[src/rtl/addr8u_mon_pkg.sv]
// rtl/addr8u_mon_pkg.sv - shared widths, pipeline state and golden adder model for addr8u_sum_monitor
package addr8u_mon_pkg;

  localparam int SUM_W = 9;
  localparam int OPD_W = 8;

  typedef enum logic {
    ST_EMPTY,
    ST_FULL
  } mon_state_t;

  function automatic logic [SUM_W-1:0] golden_sum(input logic [OPD_W-1:0] a,
                                                  input logic [OPD_W-1:0] b);
    return {1'b0, a} + {1'b0, b};
  endfunction

endpackage

[src/rtl/addr8u_mon_stats.sv]
// rtl/addr8u_mon_stats.sv - vector/error counters, sticky error mask and first-error snapshot
module addr8u_mon_stats
  import addr8u_mon_pkg::*;
#(
  parameter int CNT_W = 16
) (
  input  logic             clk,
  input  logic             rst,
  input  logic             clr,
  input  logic             accept,
  input  logic             mis,
  input  logic [SUM_W-1:0] diff,
  input  logic [OPD_W-1:0] in_a,
  input  logic [OPD_W-1:0] in_b,
  input  logic [SUM_W-1:0] in_sum,
  output logic [CNT_W-1:0] vec_cnt,
  output logic [CNT_W-1:0] err_cnt,
  output logic [SUM_W-1:0] err_mask,
  output logic             first_vld,
  output logic [OPD_W-1:0] first_a,
  output logic [OPD_W-1:0] first_b,
  output logic [SUM_W-1:0] first_sum
);

  always_ff @(posedge clk) begin
    if (rst) begin
      vec_cnt   <= '0;
      err_cnt   <= '0;
      err_mask  <= '0;
      first_vld <= 1'b0;
      first_a   <= '0;
      first_b   <= '0;
      first_sum <= '0;
    end else if (clr) begin
      // The snapshot payload stays; only its valid flag is dropped.
      vec_cnt   <= '0;
      err_cnt   <= '0;
      err_mask  <= '0;
      first_vld <= 1'b0;
    end else if (accept) begin
      vec_cnt  <= vec_cnt + 1'b1;
      err_mask <= err_mask | diff;
      if (mis && (err_cnt != {CNT_W{1'b1}})) begin
        err_cnt <= err_cnt + 1'b1;
      end
      if (mis && !first_vld) begin
        first_vld <= 1'b1;
        first_a   <= in_a;
        first_b   <= in_b;
        first_sum <= in_sum;
      end
    end
  end

endmodule

[src/rtl/addr8u_sum_monitor.sv]
// rtl/addr8u_sum_monitor.sv - checking stage for addr8u adders with one-entry valid/ready register
// Optional: ADDR8U_MON_CORRECT_EN forwards the golden sum on mismatch.
module addr8u_sum_monitor
  import addr8u_mon_pkg::*;
#(
  parameter int CNT_W = 16
) (
  input  logic             clk,
  input  logic             rst,
  input  logic             in_valid,
  output logic             in_ready,
  input  logic [OPD_W-1:0] in_a,
  input  logic [OPD_W-1:0] in_b,
  input  logic [SUM_W-1:0] in_sum,
  output logic             out_valid,
  input  logic             out_ready,
  output logic [SUM_W-1:0] out_sum,
  output logic             out_err,
  input  logic             clr,
  output logic [CNT_W-1:0] vec_cnt,
  output logic [CNT_W-1:0] err_cnt,
  output logic [SUM_W-1:0] err_mask,
  output logic             first_vld,
  output logic [OPD_W-1:0] first_a,
  output logic [OPD_W-1:0] first_b,
  output logic [SUM_W-1:0] first_sum
);

  mon_state_t       state;
  logic [SUM_W-1:0] golden;
  logic [SUM_W-1:0] diff;
  logic             mis;
  logic             accept;
  logic [SUM_W-1:0] fwd_sum;

  assign golden   = golden_sum(in_a, in_b);
  assign diff     = in_sum ^ golden;
  assign mis      = |diff;
  assign in_ready = (state == ST_EMPTY) || out_ready;
  assign accept   = in_valid && in_ready;

`ifdef ADDR8U_MON_CORRECT_EN
  assign fwd_sum = mis ? golden : in_sum;
`else
  assign fwd_sum = in_sum;
`endif

  always_ff @(posedge clk) begin
    if (rst) begin
      state     <= ST_EMPTY;
      out_valid <= 1'b0;
      out_sum   <= '0;
      out_err   <= 1'b0;
    end else if (state == ST_EMPTY) begin
      if (accept) begin
        state     <= ST_FULL;
        out_valid <= 1'b1;
        out_sum   <= fwd_sum;
        out_err   <= mis;
      end
    end else if (out_ready) begin
      if (in_valid) begin
        out_sum <= fwd_sum;
        out_err <= mis;
      end else begin
        state     <= ST_EMPTY;
        out_valid <= 1'b0;
      end
    end
  end

  addr8u_mon_stats #(
    .CNT_W(CNT_W)
  ) u_stats (
    .clk      (clk),
    .rst      (rst),
    .clr      (clr),
    .accept   (accept),
    .mis      (mis),
    .diff     (diff),
    .in_a     (in_a),
    .in_b     (in_b),
    .in_sum   (in_sum),
    .vec_cnt  (vec_cnt),
    .err_cnt  (err_cnt),
    .err_mask (err_mask),
    .first_vld(first_vld),
    .first_a  (first_a),
    .first_b  (first_b),
    .first_sum(first_sum)
  );

endmodule
[config.mk]
export PLATFORM = sky130hd
export DESIGN_NAME = addr8u_sum_monitor
export DESIGN_NICKNAME = d
export VERILOG_FILES = /design/src/rtl/addr8u_mon_pkg.sv /design/src/rtl/addr8u_mon_stats.sv /design/src/rtl/addr8u_sum_monitor.sv
export SDC_FILE = /design/constraint.sdc
export NUM_CORES = 1
export LEC_CHECK = 0
export BUFFER_PORTS_ARGS = -buffer_cell sky130_fd_sc_hd__buf_2
export CAP_MARGIN = 20
export CELL_PAD_IN_SITES_DETAIL_PLACEMENT = 1
export CELL_PAD_IN_SITES_GLOBAL_PLACEMENT = 1
export CORE_AREA = 2 2 104 106
export DETAILED_ROUTE_END_ITERATION = 10
export DIE_AREA = 0 0 106 108
export PLACE_DENSITY_LB_ADDON = 0.1
export SKIP_LAST_GASP = 1
export SLEW_MARGIN = 20
export SYNTH_ARGS = -nofsm -noshare
export SYNTH_HDL_FRONTEND = slang
export SYNTH_SLANG_ARGS = --single-unit
[constraint.sdc]
create_clock -name clk -period 3.75 [get_ports clk]
set_input_delay 0.9375 -clock clk [delete_from_list [all_inputs] [get_ports clk]]
set_output_delay 0.9375 -clock clk [all_outputs]
set_load 0.05 [all_outputs]
After elaboration in Yosys (flattened, before gate mapping)
Index checks and enable logic that the tools add are counted.
{"block": "classes", "n_reduce_logical": 13, "n_mux": 16, "n_bitwise": 4, "eq_ne": 4, "add_sub_neg": 3}
{"op": "9-bit 2-to-1 mux", "count": 4}
{"op": "16-bit by 1-bit adder with 16-bit output, second input constant", "count": 2}
{"op": "16-bit != test, second input constant", "count": 1}
{"op": "1-bit 2-to-1 mux", "count": 12}
{"op": "8-bit by 8-bit adder with 9-bit output", "count": 1}
{"op": "9-bit bitwise OR", "count": 1}
{"op": "3-bit AND reduction", "count": 3}
{"op": "9-bit OR reduction", "count": 1}
{"op": "9-bit bitwise XOR", "count": 1}
{"op": "2-bit != test, second input constant", "count": 3}
{"op": "2-bit AND reduction", "count": 2}
{"op": "1-bit logical AND", "count": 3}
{"op": "1-bit NOT", "count": 2}
{"op": "2-bit nonzero test", "count": 1}
{"op": "2-bit OR reduction", "count": 1}
{"op": "1-bit logical NOT", "count": 1}
{"op": "1-bit logical OR", "count": 1}
{"block": "word_totals", "reg_bits": 79, "output_inout_bits": 79, "wordCells": 51}

Longest topological paths before layout
Gate-level depths: netlist of the first run.
{"block": "depth", "word_depth": 6, "mapped_depth": 12}

Cells and area by module
A second synthesis of the first run with hierarchy kept.
{"block": "unflattened", "hier_cells": 419, "area_unflattened_um2": 3450.8}
{"mod": "addr8u_mon_stats", "seq_area_each_um2": 1341.3, "area_per_inst_um2": 2622.5, "cells_per_inst": 315, "instances": 1}
{"mod": "addr8u_sum_monitor", "seq_area_each_um2": 240.2, "area_per_inst_um2": 828.3, "cells_per_inst": 104, "instances": 1}

Least setup slack after synthesis of the first run
No wires, ideal clock.
{"block": "synth_timing", "path_kind": "in2reg", "from": "input port in_a[0]", "to": "register u_stats.first_a[3]", "arrival_ps": 3162, "stages": 11, "slack_ps": 516, "cell_sequence": "ha_1 -> inv_1 -> fa_1 -> nor2b_1 -> o21ai_1 -> a211o_1 -> o2111ai_2 -> nor4b_4 -> nor4_4 -> buf_6 -> mux2i_1"}
{"block": "synth_via", "elab_chain_cells": 5}
{"item": "from (decl)", "line_no": "addr8u_sum_monitor.sv:12", "rtl": "input logic [OPD_W-1:0] in_a,"}
{"item": "8-bit by 8-bit adder with 9-bit output", "line_no": "addr8u_mon_pkg.sv:14", "rtl": "return {1'b0, a} + {1'b0, b};"}
{"item": "9-bit bitwise XOR", "line_no": "addr8u_sum_monitor.sv:37", "rtl": "assign diff = in_sum ^ golden;"}
{"item": "9-bit OR reduction", "line_no": "addr8u_sum_monitor.sv:38", "rtl": "assign mis = |diff;"}
{"item": "1-bit logical AND", "line_no": "addr8u_mon_stats.sv:46", "rtl": "if (mis && !first_vld) begin"}
{"item": "3-bit AND reduction (no line)"}
{"item": "to (signal assigned)", "line_no": "addr8u_mon_stats.sv:48", "rtl": "first_a <= in_a;"}
{"item": "to (decl)", "line_no": "addr8u_mon_stats.sv:20", "rtl": "output logic [OPD_W-1:0] first_a,"}
Every way passes these cells.
A chain may end at the register's enable or synchronous reset.

Final worst setup path of the first run
{"block": "layout_timing", "from": "input port in_a[0]", "to": "register u_stats.err_cnt[5]"}
{"block": "layout_via", "elab_chain_cells": 5}
{"item": "8-bit by 8-bit adder with 9-bit output", "line_no": "addr8u_mon_pkg.sv:14"}
{"item": "9-bit bitwise XOR", "line_no": "addr8u_sum_monitor.sv:37"}
{"item": "9-bit OR reduction", "line_no": "addr8u_sum_monitor.sv:38"}
{"item": "1-bit logical AND", "line_no": "addr8u_mon_stats.sv:43", "rtl": "if (mis && (err_cnt != {CNT_W{1'b1}})) begin"}
{"item": "2-bit AND reduction (no line)"}
{"item": "to (signal assigned)", "line_no": "addr8u_mon_stats.sv:44", "rtl": "err_cnt <= err_cnt + 1'b1;"}
{"item": "to (decl)", "line_no": "addr8u_mon_stats.sv:17", "rtl": "output logic [CNT_W-1:0] err_cnt,"}
Every way passes these cells.

==> flow_metrics.env, run 1 <==
export IMPL_p_sw_uw=583
export IMPL_worstPathCellList="buf_2 -> ha_1 -> inv_1 -> fa_1 -> nor2b_1 -> o21ai_1 -> a211o_1 -> o2111ai_2 -> nor4b_4 -> buf_12 -> or4_1 -> a21oi_1"
export IMPL_cp_slowest_cell="or4_1"
export IMPL_worstPathRequired_ns=4.03
export IMPL_synth_compound_gate_area_share=0.118
export IMPL_synth_top_family_by_area="simple AND/OR/NAND/NOR gates"
export IMPL_ant_nets=0
export IMPL_fp_dieH_microns=108
export IMPL_ys_warn_count=0
export IMPL_synth_most_common_cell="dfxtp_1"
export IMPL_slew_viol_final=0
export IMPL_syn2layout_area_growth_pct=22.8
export IMPL_rows=37
export IMPL_hold_path_class="reg -> reg"
export IMPL_clock_sinks=79
export IMPL_swShare=0.302
export IMPL_synth_seq_cells=79
export IMPL_cts_tree="yes"
export IMPL_fin_crit_sh=0.832
export IMPL_netlist_area_sq_um=3820
export IMPL_yosys_area_share_simple=0.269
export IMPL_fp_dieArea_sq_um=11400
export IMPL_die_w_microns=106
export IMPL_synthAdderAreaFrac=0.0380
export IMPL_post_cts_buffers=0
export IMPL_max_stage_delay_ns=0.53
export IMPL_cts_repair_resized=0
export IMPL_ctsRootBufferMaster="clkbuf_8"
export IMPL_rsz0062_at_grt="no"
export IMPL_n_antenna_cell=0
export IMPL_ir_drop_mv=0.210
export IMPL_drc_errors=0
export IMPL_ys_top_cells_by_count="dfxtp_1, nand2b_1, a21oi_1, nand2_1"
export IMPL_async_reset_ff_frac=0
export IMPL_wl_microns=10500
export IMPL_antenna_found_initial=0
export IMPL_synth_top_cell_area_share=0.414
export IMPL_io_buffers=108
export IMPL_finalSetupTns_ns=0
export IMPL_synthTopCellsByArea="dfxtp_1, nand2b_1, mux2i_1"
export IMPL_drtIter0Drc=71
export IMPL_synth_top_area_cell="dfxtp_1"
export IMPL_power_internal_mw=1.35
export IMPL_postSynthNetCount=471
export IMPL_initial_utilization=0.373
export IMPL_fmax_ghz=0.321
export IMPL_hold_viol=0
export IMPL_cts_max_path_buffers=2
export IMPL_cp_end_kind="flip-flop"
export IMPL_power_share_clock=0.360
export IMPL_ys_flop_type="dfxtp_1"
export IMPL_critPathMaxFanout=33
export IMPL_synth_xor_area_frac=0.0564
export IMPL_tightest_slew_ns=0.777
export IMPL_status="completed"
export IMPL_final_layout_size_suffix_gt1_frac=0.256
export IMPL_final_nets=573
export IMPL_synth_edf_count=0
export IMPL_syn_area_per_cell_sq_um=8.88
export IMPL_path_clk_slew_ns=0.09
export IMPL_reg2reg_depth=7
export IMPL_synthCells=430
export IMPL_dp_hpwl_microns=7620
export IMPL_core_area_sq_um=10200
export IMPL_relSlewSlack=0.482
export IMPL_ios=109
export IMPL_hold_depth=2
export IMPL_grt_usage=0.184
export IMPL_holdBufCountCts=0
export IMPL_insertion_delay_ns=0.35
export IMPL_drv_cap=0
export IMPL_start_kind="input pin"
export IMPL_grt_max_degree=64
export IMPL_finClkSkew_ns=0.00739
export IMPL_numCtsBuffers=9
export IMPL_detail_route_wl_per_cell_microns=15.6
export IMPL_p_leak_nw=2.01
export IMPL_place_congestion=0.753
export IMPL_ys_seq_area_frac=0.414
export IMPL_htreeDepth=3
export IMPL_vias=3416
export IMPL_finalPower_mw=1.93
export IMPL_grt_pass1_wl_microns=16800
export IMPL_seqPwrFrac=0.457
export IMPL_path_class="in -> reg"
export IMPL_yosys_cell_types_count=43
export IMPL_detail_route_vias_per_cell=5.08
export IMPL_grt_pass1_vias=3373
export IMPL_min_period_ns=3.12
export IMPL_overflow=0
export IMPL_power_frac_comb=0.183
export IMPL_cp_arrival_ns=3.40
export IMPL_drtPass1Iterations=4
export IMPL_synth_area_mux_share=0.0655
export IMPL_powerDensity_nw_per_um2=413
export IMPL_finalSetupViolCount=0
[kinds of logic after synthesis]
kind of cell / after synthesis
and+or+nand+nor: 185
DFF: 79
AOI/OAI and AO/OA: 76
buffers and inverters: 31
muxes: 25
xor gates and xnor gates: 23
adders and majority gates: 11
[sequential cells by signal, indices dropped and copies added, names as in the netlist]
register / count
out_sum: 9
u_stats.first_b: 8
u_stats.vec_cnt: 16
out_err: 1
u_stats.err_mask: 9
out_valid: 1
u_stats.first_a: 8
u_stats.first_sum: 9
state: 1
u_stats.err_cnt: 16
u_stats.first_vld: 1
[per-stage QoR]
step / area [sq um] / util / worst slack, ns / cells / hold slack (ns)
final: 4690 / 0.458 / 0.631 / 672 / 0.460
after detailed placement: 4480 / 0.438 / 0.284 / 657 / 0.453
after floorplan: 3820 / - / 0.516 / 430 / 0.448
after CTS: 4690 / 0.458 / 0.617 / 672 / 0.467
after global placement: 4480 / 0.438 / 0.353 / 657 / 0.443
after global routing: 4690 / 0.458 / 0.474 / 672 / 0.490
[worst max-delay path: cells and delay by family]
kind	cells	cell delay [ns]
adders and majority gates	2	0.55
and+or+nand+nor	3	0.82
buffers and inverters	3	0.32
AOI/OAI and AO/OA	4	0.75
[path summary, 6_finish.rpt]
check                                        start                 end  slack [ns]
worst min register to register          out_sum[3]          out_sum[3]        0.46
worst min-delay path                    out_sum[3]          out_sum[3]        0.46
worst max register to register  u_stats.err_cnt[8]  u_stats.err_cnt[5]        1.51
worst max-delay path                       in_a[0]  u_stats.err_cnt[5]        0.63
[power by group through the flow]
stage / clock network (mW) / logic [mW] / registers (mW)
floorplan: 0 / 0.163 / 1.00
global placement: 0 / 0.350 / 0.903
detailed placement: 0 / 0.356 / 0.904
CTS: 0.717 / 0.358 / 0.885
global route: 0.746 / 0.383 / 0.888
finish: 0.696 / 0.354 / 0.884
[layout make-up]
type / count / area, sq um
Sequential cell: 79 / 1580
Inverter: 9 / 33.8
Tap cell: 136 / 170
Multi-Input combinational cell: 320 / 2090
Fill cell: 1273 / 5540
Clock inverter: 6 / 86.3
Timing Repair Buffer: 113 / 603
Clock buffer: 9 / 124
[routing by layer]
layer | share of wire | wire (microns) | vias up | track usage
met5 | 0 | 0 | - | 0
met4 | 0.011 | 116 | 0 | 0.0461
met3 | 0.046 | 482 | 10 | 0.0422
met2 | 0.48 | 5040 | 75 | 0.323
met1 | 0.46 | 4860 | 1637 | 0.229
li1 | - | - | 1694 | -
[cell usage in the layout, fill, tap and decap left out, types with 9 or more instances in the layout]
cell type / count
a21oi_1: 39
and3_1: 13
buf_2: 108
clkbuf_8: 9
dfxtp_1: 79
ha_1: 10
inv_1: 9
mux2i_1: 25
nand2_1: 34
nand2b_1: 52
nand3_1: 21
nor2_1: 25
o21ai_1: 9
or3_1: 13
xnor2_1: 10
xor2_1: 12
(Power assumes the default switching activity.)
==> run 2, diff against run 1 <==
Clock period 3.75 ns to 2.9 ns, I/O delays scaled along.
==> run 2 against run 1 <==
Compared with the run above:
- non-clock buffer count up 31
- clock power up 12%
- combinational power up 53%
- routed wire length up 4.7%
- die area unchanged
- critical path depth up 1
- worst setup slack worse by 0.54 ns
- sequential power up 29%
- count of clock-buffer cells in the layout unchanged
- design area up 6.4%
- largest cell class unchanged
- largest power group unchanged
- highest routed layer unchanged
==> flow_metrics.env, run 2 (same netlist as run 1, synthesis figures left out) <==
export IMPL_finalNonFillerCells=704
export IMPL_die_w_microns=106
export IMPL_cts_tree="yes"
export IMPL_antenna_found_initial=0
export IMPL_place_inst=681
export IMPL_fill_cells=1235
export IMPL_status="completed"
export IMPL_drtPass1Iterations=4
export IMPL_fin_crit_sh=0.970
export IMPL_hold_path_class="reg -> reg"
export IMPL_min_period_ns=2.81
export IMPL_fin_ws_ns=0.0862
export IMPL_holdBufCountCts=0
export IMPL_slew_viol_final=0
export IMPL_drv_cap=0
export IMPL_worstPathRequired_ns=3.18
export IMPL_cp_end_kind="flip-flop"
export IMPL_p_leak_nw=2.17
export IMPL_io_buffers=108
export IMPL_path_class="in -> reg"
export IMPL_seq_area_sq_um=1580
export IMPL_cts_max_path_buffers=2
export IMPL_initial_utilization=0.373
export IMPL_rows=37
export IMPL_drtIter0Drc=104
export IMPL_cp_arrival_ns=3.09
export IMPL_overflow=0
export IMPL_insertion_delay_ns=0.35
export IMPL_final_nets=604
export IMPL_layout_common_cells="buf_2, dfxtp_1, nand2b_1, a21oi_1, nand2_1"
export IMPL_final_layout_size_suffix_gt1_frac=0.312
export IMPL_numCtsBuffers=9
export IMPL_grt_pass1_wl_microns=17200
export IMPL_path_clk_slew_ns=0.10
export IMPL_fp_dieArea_sq_um=11400
export IMPL_start_kind="input pin"
export IMPL_fp_dieH_microns=108
export IMPL_syn2layout_area_growth_pct=30.6
export IMPL_n_antenna_cell=0
export IMPL_layout_commonest_cell="buf_2"
export IMPL_relSlewSlack=0.458
export IMPL_finalSetupViolCount=0
export IMPL_drc_errors=0
export IMPL_rsz0062_at_grt="yes"
export IMPL_finalPower_mw=2.46
export IMPL_multi_input_area_sq_um=2150
export IMPL_core_area_sq_um=10200
export IMPL_reg_largest_list="u_stats.err_cnt (16), u_stats.vec_cnt (16)"
export IMPL_critPathMaxFanout=16
export IMPL_holdWs_ns=0.458
export IMPL_wl_microns=11000
export IMPL_ir_drop_mv=0.268
export IMPL_clock_sinks=79
export IMPL_powerDensity_nw_per_um2=494
export IMPL_finClkSkew_ns=0.0139
export IMPL_ant_nets=0
export IMPL_hold_viol=0
export IMPL_detail_route_wl_per_cell_microns=15.6
export IMPL_place_congestion=0.766
export IMPL_ios=109
export IMPL_dp_hpwl_microns=7740
export IMPL_fmax_ghz=0.355
export IMPL_dp_slack_ns=-0.322
export IMPL_tightest_slew_ns=0.812
export IMPL_detail_route_vias_per_cell=4.99
export IMPL_ctsRootBufferMaster="clkbuf_8"
export IMPL_grt_usage=0.189
export IMPL_grt_max_degree=64
export IMPL_vias=3515
export IMPL_grt_pass1_vias=3511
export IMPL_htreeDepth=3
## run 2: cell count changes in the layout (fill, tap and decap cells not counted), sizes merged
cell,change
buf,+29
inv,+4
clkinv,-2
clkinvlp,+1
clkbuf,+2
bufinv,-2
## run 2: layout make-up
type / instances / area share
multi-input cells: 320 / 0.432
clock buffers: 9 / 0.0248
well taps: 136 / 0.0341
inverters: 9 / 0.00677
clock inverters: 7 / 0.0110
repair buffers: 144 / 0.175
flip-flops and latches: 79 / 0.317
## run 2: through the flow
stage / instance area, sq um / utilization / TNS (ns)
detailed placement: 4690 / 0.458 / -10.61
finish: 4990 / 0.488 / 0
global route: 4990 / 0.488 / -0.0334
global placement: 4690 / 0.458 / -8.28
CTS: 4870 / 0.476 / 0
floorplan: 3850 / - / -0.594
## run 2: path summary, 6_finish.rpt
kind	startpoint	endpoint	slack, ns	cells after the start
worst max-delay path	in_a[0]	u_stats.err_cnt[14]	0.09	13
worst min-delay path	out_sum[8]	out_sum[8]	0.46	2
worst max register to register	u_stats.err_cnt[8]	u_stats.err_cnt[3]	0.69	7
worst min register to register	out_sum[8]	out_sum[8]	0.46	2
## run 2: layer usage
metal | wire length (microns) | up-vias | global-route usage
met5 | 0 | - | 0
met4 | 162 | 0 | 0.0630
met3 | 459 | 11 | 0.0404
met2 | 5410 | 66 | 0.334
met1 | 4970 | 1672 | 0.230
li1 | - | 1766 | -
## run 2: worst max-delay path, stage by stage
cell and delay (ns):
buf_2 0.11, ha_4 0.14, inv_2 0.03, fa_2 0.36, nor2b_4 0.14, o21ai_2 0.10
a211o_1 0.29, o2111ai_4 0.12, nor4b_4 0.08, buf_4 0.17, buf_12 0.14, or4_1 0.53
a21oi_2 0.14
## run 2: repair_timing
action	4_1_cts	5_1_grt
endpoints found under the hold margin	0	0
setup buffers	0	5
setup endpoints to repair	0	43
gates resized for setup	0	5
## run 2: power breakdown
group	switching, mW	internal, mW
combinational	0.334	0.207
clock	0.460	0.322
sequential	0.0205	1.12
total	0.814	1.65
==> run 3, diff against run 2 <==
Settings changed: PLACE_DENSITY_LB_ADDON 0.1 to 0.08.
==> run 3 against run 2 <==
Compared with the run above:
- global-route usage barely moved
- first-iteration DRC count down 38%
- combinational power is essentially flat
- total power rose by 6.0%
- non-clock buffer count decreased by 2
- die area is the same
- critical endpoint is now u_stats.first_vld
- highest routed layer is now met5
==> flow_metrics.env, run 3 (same netlist as run 1, synthesis figures left out) <==
export IMPL_drtIter0Drc=65
export IMPL_cp_slowest_cell="fa_2"
export IMPL_hold_depth=2
export IMPL_cp_end_kind="flip-flop"
export IMPL_grt_pass1_wl_microns=17100
export IMPL_max_stage_delay_ns=0.44
export IMPL_cp_num_buf_inv=3
export IMPL_tightest_slew_ns=0.829
export IMPL_fin_crit_sh=0.964
export IMPL_min_period_ns=2.80
export IMPL_htreeDepth=3
export IMPL_hold_path_class="reg -> reg"
export IMPL_reg2reg_depth=7
export IMPL_initial_utilization=0.373
export IMPL_rrSetupSlack_ns=0.68
export IMPL_worstPathCellList="buf_2 -> ha_4 -> inv_2 -> fa_2 -> xnor2_1 -> nor3_1 -> nand3_1 -> a211oi_1 -> nor4b_4 -> buf_12 -> nand2b_1 -> a21oi_1"
export IMPL_holdBufCountCts=0
export IMPL_drtPass1Iterations=4
export IMPL_hold_viol=0
export IMPL_critPathMaxFanout=33
export IMPL_detail_route_wl_per_cell_microns=15.0
export IMPL_path_clk_slew_ns=0.08
export IMPL_whs_endpoint="out_err"
export IMPL_syn2layout_area_growth_pct=30.1
export IMPL_start_kind="input pin"
export IMPL_fill_cells=1253
export IMPL_insertion_delay_ns=0.35
export IMPL_grt_usage=0.189
export IMPL_finalSetupViolCount=0
export IMPL_ant_nets=0
export IMPL_cts_max_path_buffers=2
export IMPL_wl_microns=10600
export IMPL_final_layout_size_suffix_gt1_frac=0.304
export IMPL_finalNonFillerCells=702
export IMPL_clock_sinks=79
export IMPL_cp_arrival_ns=2.99
export IMPL_hp_start="out_err"
export IMPL_finish_utilization=0.486
export IMPL_ir_drop_mv=0.182
export IMPL_vias=3485
export IMPL_detail_route_vias_per_cell=4.96
export IMPL_finClkSkew_ns=0.0109
export IMPL_final_nets=602
export IMPL_place_congestion=0.767
export IMPL_fp_dieH_microns=108
export IMPL_reg_largest_list="u_stats.err_cnt (16), u_stats.vec_cnt (16)"
export IMPL_die_w_microns=106
export IMPL_slew_viol_final=0
export IMPL_cts_tree="yes"
export IMPL_finalPower_mw=2.61
export IMPL_relSlewSlack=0.447
export IMPL_path_class="in -> reg"
export IMPL_drc_errors=0
export IMPL_antenna_found_initial=1
export IMPL_layout_commonest_cell="buf_2"
export IMPL_rows=37
export IMPL_reg2reg_from="u_stats.err_cnt[8]"
export IMPL_drv_cap=0
export IMPL_n_antenna_cell=0
export IMPL_postPlaceCellArea_sq_um=4720
export IMPL_ctsRootBufferMaster="clkbuf_8"
export IMPL_crit_family="simple AND/OR/NAND/NOR gates"
export IMPL_worstPathRequired_ns=3.09
export IMPL_place_inst=685
export IMPL_overflow=0
export IMPL_powerDensity_nw_per_um2=526
export IMPL_core_area_sq_um=10200
export IMPL_numCtsBuffers=9
export IMPL_dp_hpwl_microns=7610
export IMPL_ios=109
export IMPL_rsz0062_at_grt="yes"
export IMPL_layout_common_cells="buf_2, dfxtp_1, nand2b_1, a21oi_1, nand2_1"
export IMPL_grt_pass1_vias=3515
export IMPL_grt_max_degree=64
export IMPL_final_area_sq_um=4970
export IMPL_r2r_end="u_stats.err_cnt[5]"
export IMPL_fmax_ghz=0.358
export IMPL_p_leak_nw=2.17
export IMPL_io_buffers=108
export IMPL_fp_dieArea_sq_um=11400
export IMPL_status="completed"
[run 3: cell type report]
cell class / count / area [sq um] / share of cell area
clock buffer: 11 / 141 / 0.0284
clock inverter: 5 / 81.3 / 0.0164
inverter: 9 / 33.8 / 0.00680
multi-input combinational: 320 / 2130 / 0.428
sequential: 79 / 1580 / 0.318
tap: 136 / 170 / 0.0342
timing repair buffer: 142 / 833 / 0.168
[run 3: worst max-delay path by stage]
stage                 start                 end  slack (ns)  cells past startpoint
floorplan           in_a[0]  u_stats.first_a[3]       -0.03                     11
global placement    in_a[0]   u_stats.first_vld       -0.32                     12
detailed placement  in_a[0]   u_stats.first_vld       -0.36                     12
CTS                 in_a[0]   u_stats.first_vld        0.05                     12
global route        in_a[0]   u_stats.first_vld      -0.007                     12
finish              in_a[0]   u_stats.first_vld        0.10                     12
[run 3: where the power goes]
part | switching, mW | internal [mW]
clock network | 0.421 | 0.509
logic | 0.331 | 0.209
registers | 0.0206 | 1.12
total | 0.772 | 1.84
[run 3: worst reg2reg max path, stage by stage, from the launching register on]
cell	delay, ns
dfxtp_1	0.35
and4_1	0.24
and3_1	0.22
and2_1	0.19
nand2_1	0.22
nand2_1	0.24
or4_1	0.52
a21oi_1	0.16
[run 3: metal layers]
layer / up-vias / wire, microns / track usage
met5: - / 13 / 0
met4: 2 / 121 / 0.0526
met3: 14 / 481 / 0.0500
met2: 61 / 5180 / 0.336
met1: 1652 / 4770 / 0.225
li1: 1756 / - / -
[run 3: timing repair]
action	in CTS	in global routing
resized for setup	1	3
endpoints found under the setup margin	1	10
setup buffers	0	1
gates cloned	0	0
pin swaps	0	1
[run 3: through the flow]
| step | setup slack, ns | hold slack [ns] | TNS [ns] |
|---|---|---|---|
| finish | 0.105 | 0.463 | 0 |
| global route | -0.00725 | 0.491 | -0.00725 |
| CTS | 0.0541 | 0.464 | 0 |
| detailed placement | -0.363 | 0.453 | -11.56 |
| global placement | -0.324 | 0.443 | -9.87 |
| floorplan | -0.0297 | 0.448 | -0.594 |
